===== src/rtl/timer_array.sv =====
`default_nettype none
// ============================================================================
// Module   : timer_array
// Purpose  : NUM_CH independent down-counting timers with a register-mapped
//            control interface and per-channel masked interrupts.
//            Optional 8-bit per-channel prescaler: TIMER_ARRAY_PRESCALE_EN.
// Revision : 1.0  initial release
// ============================================================================
module timer_array #(
    parameter int NUM_CH = 2,
    parameter int CNT_W  = 32
) (
    input  logic              Clock,
    input  logic              Reset,
    input  logic [3:0]        Addr,
    input  logic              WE,
    input  logic [31:0]       WD,
    output logic [31:0]       RD,
    output logic [NUM_CH-1:0] IRQ,
    output logic              IRQ_Any
);

    typedef enum logic [1:0] {
        S_IDLE = 2'd0,
        S_LOAD = 2'd1,
        S_CNT  = 2'd2,
        S_INT  = 2'd3
    } state_t;

    logic [NUM_CH-1:0][31:0] w_rd;
    logic                    w_unused_wd;

    // Only selected WD bits are architected; fold the rest away.
    assign w_unused_wd = ^WD;

    for (genvar i = 0; i < NUM_CH; i++) begin : g_ch
        state_t           r_state;
        state_t           w_next;
        logic             r_en;
        logic [1:0]       r_mode;
        logic             r_im;
        logic [CNT_W-1:0] r_preset;
        logic [CNT_W-1:0] r_count;
        logic             r_pend;
        logic             w_sel;
        logic             w_wr_ctrl;
        logic             w_wr_pre;
        logic             w_wr_stat;
        logic             w_force_idle;
        logic             w_tick;
        logic             w_expire;
        logic             w_enter_int;
        logic [7:0]       w_psc;
        logic [31:0]      w_rd_ch;

        assign w_sel        = WE && (Addr[3:2] == 2'(i));
        assign w_wr_ctrl    = w_sel && (Addr[1:0] == 2'd0);
        assign w_wr_pre     = w_sel && (Addr[1:0] == 2'd1);
        assign w_wr_stat    = w_sel && (Addr[1:0] == 2'd3);
        assign w_force_idle = w_wr_ctrl && !WD[0];

`ifdef TIMER_ARRAY_PRESCALE_EN
        logic [7:0] r_psc;
        logic [7:0] r_pcnt;

        assign w_psc  = r_psc;
        assign w_tick = (r_pcnt == r_psc);

        always_ff @(posedge Clock or negedge Reset) begin
            if (!Reset) begin
                r_psc  <= 8'd0;
                r_pcnt <= 8'd0;
            end else begin
                if (w_wr_ctrl) begin
                    r_psc <= WD[15:8];
                end
                if (!w_force_idle) begin
                    if (r_state == S_LOAD) begin
                        r_pcnt <= 8'd0;
                    end else if (r_state == S_CNT) begin
                        r_pcnt <= w_tick ? 8'd0 : r_pcnt + 8'd1;
                    end
                end
            end
        end
`else
        assign w_psc  = 8'd0;
        assign w_tick = 1'b1;
`endif

        // PRESET of 0 expires on the first tick, same as PRESET of 1.
        assign w_expire = w_tick && (r_count <= CNT_W'(1));

        always_ff @(posedge Clock or negedge Reset) begin
            if (!Reset) begin
                r_state <= S_IDLE;
            end else begin
                r_state <= w_next;
            end
        end

        always_comb begin
            w_next = r_state;
            case (r_state)
                S_IDLE:  if (w_wr_ctrl ? WD[0] : r_en) w_next = S_LOAD;
                S_LOAD:  w_next = S_CNT;
                S_CNT:   if (w_expire) w_next = S_INT;
                S_INT:   w_next = (r_mode == 2'b01) ? S_LOAD : S_IDLE;
                default: w_next = S_IDLE;
            endcase
            if (w_force_idle) begin
                w_next = S_IDLE;
            end
        end

        assign w_enter_int = (r_state == S_CNT) && (w_next == S_INT);

        always_ff @(posedge Clock or negedge Reset) begin
            if (!Reset) begin
                r_en     <= 1'b0;
                r_mode   <= 2'b00;
                r_im     <= 1'b0;
                r_preset <= '0;
                r_count  <= '0;
                r_pend   <= 1'b0;
            end else begin
                // A software CTRL write beats the one-shot auto-disable.
                if (w_wr_ctrl) begin
                    r_en   <= WD[0];
                    r_mode <= WD[2:1];
                    r_im   <= WD[3];
                end else if ((r_state == S_INT) && (r_mode != 2'b01)) begin
                    r_en <= 1'b0;
                end
                if (w_wr_pre) begin
                    r_preset <= WD[CNT_W-1:0];
                end
                if (!w_force_idle) begin
                    if (r_state == S_LOAD) begin
                        r_count <= r_preset;
                    end else if ((r_state == S_CNT) && w_tick) begin
                        r_count <= w_expire ? '0 : r_count - CNT_W'(1);
                    end
                end
                if (w_enter_int) begin
                    r_pend <= 1'b1;
                end else if (w_wr_stat && WD[0]) begin
                    r_pend <= 1'b0;
                end
            end
        end

        always_comb begin
            w_rd_ch = '0;
            case (Addr[1:0])
                2'd0:    w_rd_ch[15:0]      = {w_psc, 4'b0000, r_im, r_mode, r_en};
                2'd1:    w_rd_ch[CNT_W-1:0] = r_preset;
                2'd2:    w_rd_ch[CNT_W-1:0] = r_count;
                default: w_rd_ch[0]         = r_pend;
            endcase
        end

        assign w_rd[i] = w_rd_ch;
        assign IRQ[i]  = r_pend & r_im;
    end

    // Channels beyond NUM_CH match nothing and read as zero.
    always_comb begin
        RD = '0;
        for (int k = 0; k < NUM_CH; k++) begin
            if (Addr[3:2] == 2'(k)) begin
                RD = w_rd[k];
            end
        end
    end

    assign IRQ_Any = |IRQ;

endmodule
`default_nettype wire

===== config.mk =====
export PLATFORM = sky130hd
export DESIGN_NAME = timer_array
export DESIGN_NICKNAME = d
export VERILOG_FILES = /design/src/rtl/timer_array.sv
export SDC_FILE = /design/constraint.sdc
export NUM_CORES = 1
export LEC_CHECK = 0
export CORE_UTILIZATION = 30
export CTS_BUF_LIST = sky130_fd_sc_hd__clkbuf_4
export DETAILED_ROUTE_END_ITERATION = 8
export HOLD_SLACK_MARGIN = 0.08
export PLACE_DENSITY = 0.44
export SETUP_SLACK_MARGIN = 0.05
export SLEW_MARGIN = 40
export SYNTH_ARGS = -nofsm -noshare
export SYNTH_HDL_FRONTEND = slang
export SYNTH_SLANG_ARGS = --single-unit

===== constraint.sdc =====
create_clock -name Clock -period 3.4 [get_ports Clock]
set_clock_uncertainty 0.2 [all_clocks]
set_input_delay 0.68 -clock Clock [delete_from_list [all_inputs] [get_ports Clock]]
set_output_delay 0.68 -clock Clock [all_outputs]
set_load 0.03 [all_outputs]

== After elaboration in Yosys (flattened, before gate mapping) ==
Index checks and enable logic that the tools add are counted.
Operators by class
  eq/ne operators: 16
  magnitude comparators: 2
  bitwise logic cells: 4
  reductions and logical operators: 30
  multiplexer cells: 34
  $add $sub $neg: 2
Operator list (count)
  two-way mux 32 bit: 8
  one-hot mux 15 bit (3 select lines): 2
  less-or-equal comparator 32 x 1 -> 1 bit, second input constant: 2
  one-hot mux 16 bit (2 select lines): 2
  subtractor 32 x 1 -> 32 bit, second input constant: 2
  equality test 2 bit, second input constant: 8
  logical AND 1 bit: 16
  one-hot mux 2 bit (4 select lines): 2
  equality test 2 x 1 -> 1 bit, second input constant: 6
  two-way mux 1 bit: 12
  two-way mux 2 bit: 6
  nonzero test 2 bit: 6
  logical NOT 2 bit: 4
  one-hot mux 1 bit (3 select lines): 2
  != test 2 x 1 -> 1 bit, second input constant: 2
  AND reduction 2 bit: 2
  AND 1 bit: 2
  NOT 1 bit: 2
  OR reduction 2 bit: 1
  logical NOT 1 bit: 1
Storage, ports and cells
  input bits: 39
  register bits after elaboration: 142
  word-level logic and storage cells: 102
  output and inout bits: 35

== Longest topological paths before layout ==
  depth after elaboration: 10
  mapped depth: 10
  depth with buffers taken out: 8

== Worst setup path after synthesis ==
Ideal clock, no wire load.
  kind: input to output
  start point: input port Addr[0]
  end point: output port RD[0]
  path buffers: 1
  cell stages on the path: 6
  path slack: 359 ps
  data arrival time: 2161 ps
  required time: 2520 ps
  cells stage by stage: inv_1 > ha_1 > clkbuf_1 > a222oi_1 > mux4_2 > nor2_1
Between the ends
  longest elaborated chain between the ends: 4
  elaborated cells on any way between the ends: 7
  those cells by class: eq/ne: 2; mux: 4; reduce/logical: 1
Ends and longest elaborated chain
  start, declared: line 15  | input logic [3:0] Addr,
  equality test 2 bit (tied with other cells): line 155  | case (Addr[1:0])
  one-hot mux 1 bit (3 select lines): line 155
  two-way mux 32 bit: line 171  | if (Addr[3:2] == 2'(k)) begin
  two-way mux 32 bit (*): line 171
  end, declared: line 18  | output logic [31:0] RD,
Mark *: on every way between the ends. The rest lies on a longest branch, timed or not.

== Worst setup path after layout ==
Ends and elaborated chain as after synthesis.

==> results.json <==
{
  "outcome": "completed",
  "hold_viol_final": 0,
  "synthAdderAreaFrac_pct": 2.48,
  "placementRows": 61,
  "die_area_sq_mm": 0.0292,
  "port_buffers": 73,
  "htree_num_levels": 4,
  "drv_slew": 0,
  "max_stage_delay_ns": 0.46,
  "p_leak_nw": 4.35,
  "synth_edf_count": 0,
  "path_buf_inv": 4,
  "gp_congestion": 0.864,
  "min_to": "g_ch[1].r_count[29]",
  "layout_common_cells": "142 x dfrtp_1, 105 x buf_4, 69 x nand2_1",
  "drt_iter0_markers": 606,
  "avgRoutedWirePerCell_um": 23.1,
  "holdPathStages": 2,
  "synthTopCellsByArea": "dfrtp_1 42%, mux2_2 8.7%, a22oi_1 5.1%, clkbuf_1 3.1%, nand2_1 3.0%",
  "seq_power_share_pct": 37.8,
  "syn_area_per_cell_sq_um": 9.47,
  "overflow": 0,
  "synth-xor-area-share_pct": 0,
  "clockRootBuffer": "clkbuf_4",
  "start_kind": "input pin",
  "min_period_ns": 3.23,
  "fin_area_sq_mm": 0.0106,
  "via_per_inst": 5.73,
  "place_area_sq_mm": 0.0102,
  "swShare_pct": 45.0,
  "power_switching_mw": 3.60,
  "core-area_sq_mm": 0.0279,
  "fin_crit_sh_pct": 95.0,
  "rsz0062_at_grt": "no",
  "synth.distinct_cells": 66,
  "cp_top_family": "buffers and inverters",
  "drtAntennaViolNets": 0,
  "cts_sinks": 142,
  "path_clk_slew_ns": 0.13,
  "grt_pass1_wl_um": 49900,
  "crit_slowest_cell": "mux4_2",
  "r2r_cells": 6,
  "cellPowerDensity_mw_per_mm2": 756,
  "first_pass_iters": 6,
  "drive_above_1_share_pct": 23.5,
  "die_y_um": 171,
  "synth_top_area_share_pct": 41.5,
  "peakVddDrop_mv": 0.329,
  "syn_to_final_growth_pct": 23.7,
  "synth_compound_area_share_pct": 25.1,
  "synth_ff_type": "dfrtp_1",
  "synth_top_family_by_area": "compound AO/OA/AOI/OAI gates",
  "wirelength_um": 32200,
  "yosys.area_share.simple_pct": 16.7,
  "vias": 7992,
  "worstHoldStart": "g_ch[1].r_preset[29]",
  "grt_pass1_vias": 7949,
  "grt_antenna_before_repair": 1,
  "synth_area_leader_cell": "dfrtp_1",
  "timing.rr.end": "g_ch[0].r_count[21]",
  "grt_max_degree": 64,
  "yosysSeqAreaShare_pct": 41.5,
  "clkPwrFrac_pct": 15.4,
  "dpl.hpwl_um": 24200,
  "synth_warnings": 0,
  "slew-limit-headroom_pct": 47.7,
  "crit_path_max_fanout": 22,
  "cp_cell_sequence": "dlygate4sd2_1 -> inv_1 -> ha_2 -> buf_12 -> a222oi_1 -> mux4_2 -> nor2_1 -> buf_4",
  "timing.rr.start": "g_ch[0].r_count[12]",
  "synth_mux_area_share_pct": 9.06,
  "rrSetupSlack_ns": 0.31,
  "final_common_cell": "dfrtp_1",
  "clkLatencyLatePin_ns": 0.56,
  "drc": 0,
  "ios": 74,
  "setup_violations": 0,
  "synth_fp_nets": 960,
  "crit_type": "in2out",
  "crit_path_end_kind": "primary output",
  "critPathArrivalTime_ns": 2.35,
  "worstPathRequired_ns": 2.52,
  "track_usage_pct": 22.9,
  "worst_pin_slew_ns": 0.784,
  "die_width_um": 171,
  "hp-class": "reg2reg",
  "fmax_ghz": 0.310,
  "fin_nets": 1061,
  "syn_area_sq_mm": 0.00856,
  "finalPower_mw": 8.00,
  "combPwrFrac_pct": 46.8,
  "synth-async-reset-ratio_pct": 100,
  "initial_core_util_pct": 30.7,
  "maxCapViolCount": 0,
  "tns_ns": 0,
  "cts_buffers": 17,
  "internal_power_mw": 4.40,
  "cts_tree": "yes",
  "synthCells": 904,
  "clk_path_buf_depth": 2,
  "ys_seq_elements": 142
}
## how the worst max path moves through the flow
stage	to	cells past startpoint	startpoint
2_1_floorplan	RD[0]	6	Addr[0]
3_3_place_gp	RD[10]	6	Addr[0]
3_5_place_dp	RD[11]	6	Addr[0]
4_1_cts	RD[6]	5	Addr[3]
5_1_grt	RD[0]	8	Addr[0]
6_report	RD[0]	8	Addr[0]
## logic make-up (layout without fill, tap and decap cells)
| logic type | Yosys count | after routing |
|---|---|---|
| simple gates | 269 | 269 |
| mux | 68 | 68 |
| flops | 142 | 142 |
| buf+inv | 112 | 224 |
| fa+ha+maj | 17 | 17 |
| other cells | 0 | 1 |
| compound gates | 296 | 296 |
## stage by stage
step / hold slack, ns / util (%) / std cells / setup WS (ns)
final: 0.326 / 37.9 / 1395 / 0.171
after global routing: 0.350 / 37.9 / 1395 / 0.0753
after CTS: 0.322 / 37.9 / 1394 / 0.0722
after detailed placement: 0.309 / 36.7 / 1363 / -0.0807
after global placement: 0.333 / 36.7 / 1363 / -0.0719
after floorplan: 0.184 / - / 904 / 0.359
## per-layer routing
metal / share of wire (%) / wire [um] / track usage (%)
met1: 47 / 15200 / 31.7
met2: 46 / 14800 / 37.1
met3: 5.9 / 1920 / 4.60
met4: 1.0 / 330 / 4.27
met5: 0 / 0 / 0
## timing repair
action,CTS,global route
setup buffers,0,0
gates resized for setup,8,2
pin swaps,1,0
setup endpoints to repair,27,9
hold buffers,1,0
hold endpoints to repair,29,0
## area by class of cell
type,instances,area [sq um]
Multi-Input combinational cell,650,4630
Sequential cell,142,3550
Fill cell,2930,17300
Clock buffer,20,150
Inverter,32,120
Timing Repair Buffer,162,1510
Tap cell,378,473
Clock inverter,10,146
Antenna cell,1,2.50
## power groups by stage
stage          Combinational (mW)  Sequential, mW  Clock, mW
3_5_place_dp                 3.71            3.05          0
6_report                     3.75            3.02       1.23
2_1_floorplan                2.48            2.66          0
4_1_cts                      3.73            3.02       1.28
5_1_grt                      4.13            3.10       1.34
3_3_place_gp                 3.69            3.07          0
## sequential cells by signal, summed over array words and instances, names as in the netlist
signal	cells
g_ch.r_count	64
g_ch.r_pend	2
g_ch.r_en	2
g_ch.r_preset	64
g_ch.r_im	2
g_ch.r_mode	4
g_ch.r_state	4
## synthesized netlist by cell type, drive strengths merged, types with 2 or more instances
| library cell | n |
|---|---|
| a211o | 5 |
| a21o | 2 |
| a21oi | 20 |
| a221o | 4 |
| a222oi | 8 |
| a22o | 27 |
| a22oi | 58 |
| a31oi | 4 |
| a32oi | 3 |
| a41o | 2 |
| and2 | 4 |
| and3 | 10 |
| and4 | 3 |
| buf | 10 |
| clkbuf | 70 |
| dfrtp | 142 |
| ha | 17 |
| inv | 31 |
| mux2 | 66 |
| nand2 | 69 |
| nand2b | 3 |
| nand3 | 27 |
| nand4 | 8 |
| nand4b | 4 |
| nor2 | 34 |
| nor2b | 2 |
| nor3 | 35 |
| nor3b | 4 |
| nor4 | 20 |
| nor4b | 2 |
| o211ai | 5 |
| o21ai | 48 |
| o221ai | 2 |
| o22ai | 35 |
| o2bb2ai | 9 |
| o31a | 5 |
| o31ai | 32 |
| o41ai | 14 |
| or2 | 6 |
| or3 | 16 |
| or3b | 2 |
| or4 | 18 |
## worst register-to-register path, stage by stage, from the launching register on
cell	delay, ns
dfrtp_1	0.46
or4_4	0.60
or4_4	0.58
buf_4	0.23
or4_1	0.51
o41ai_1	0.26
a22o_1	0.18
No activity file was read; power rests on OpenSTA's default activity.
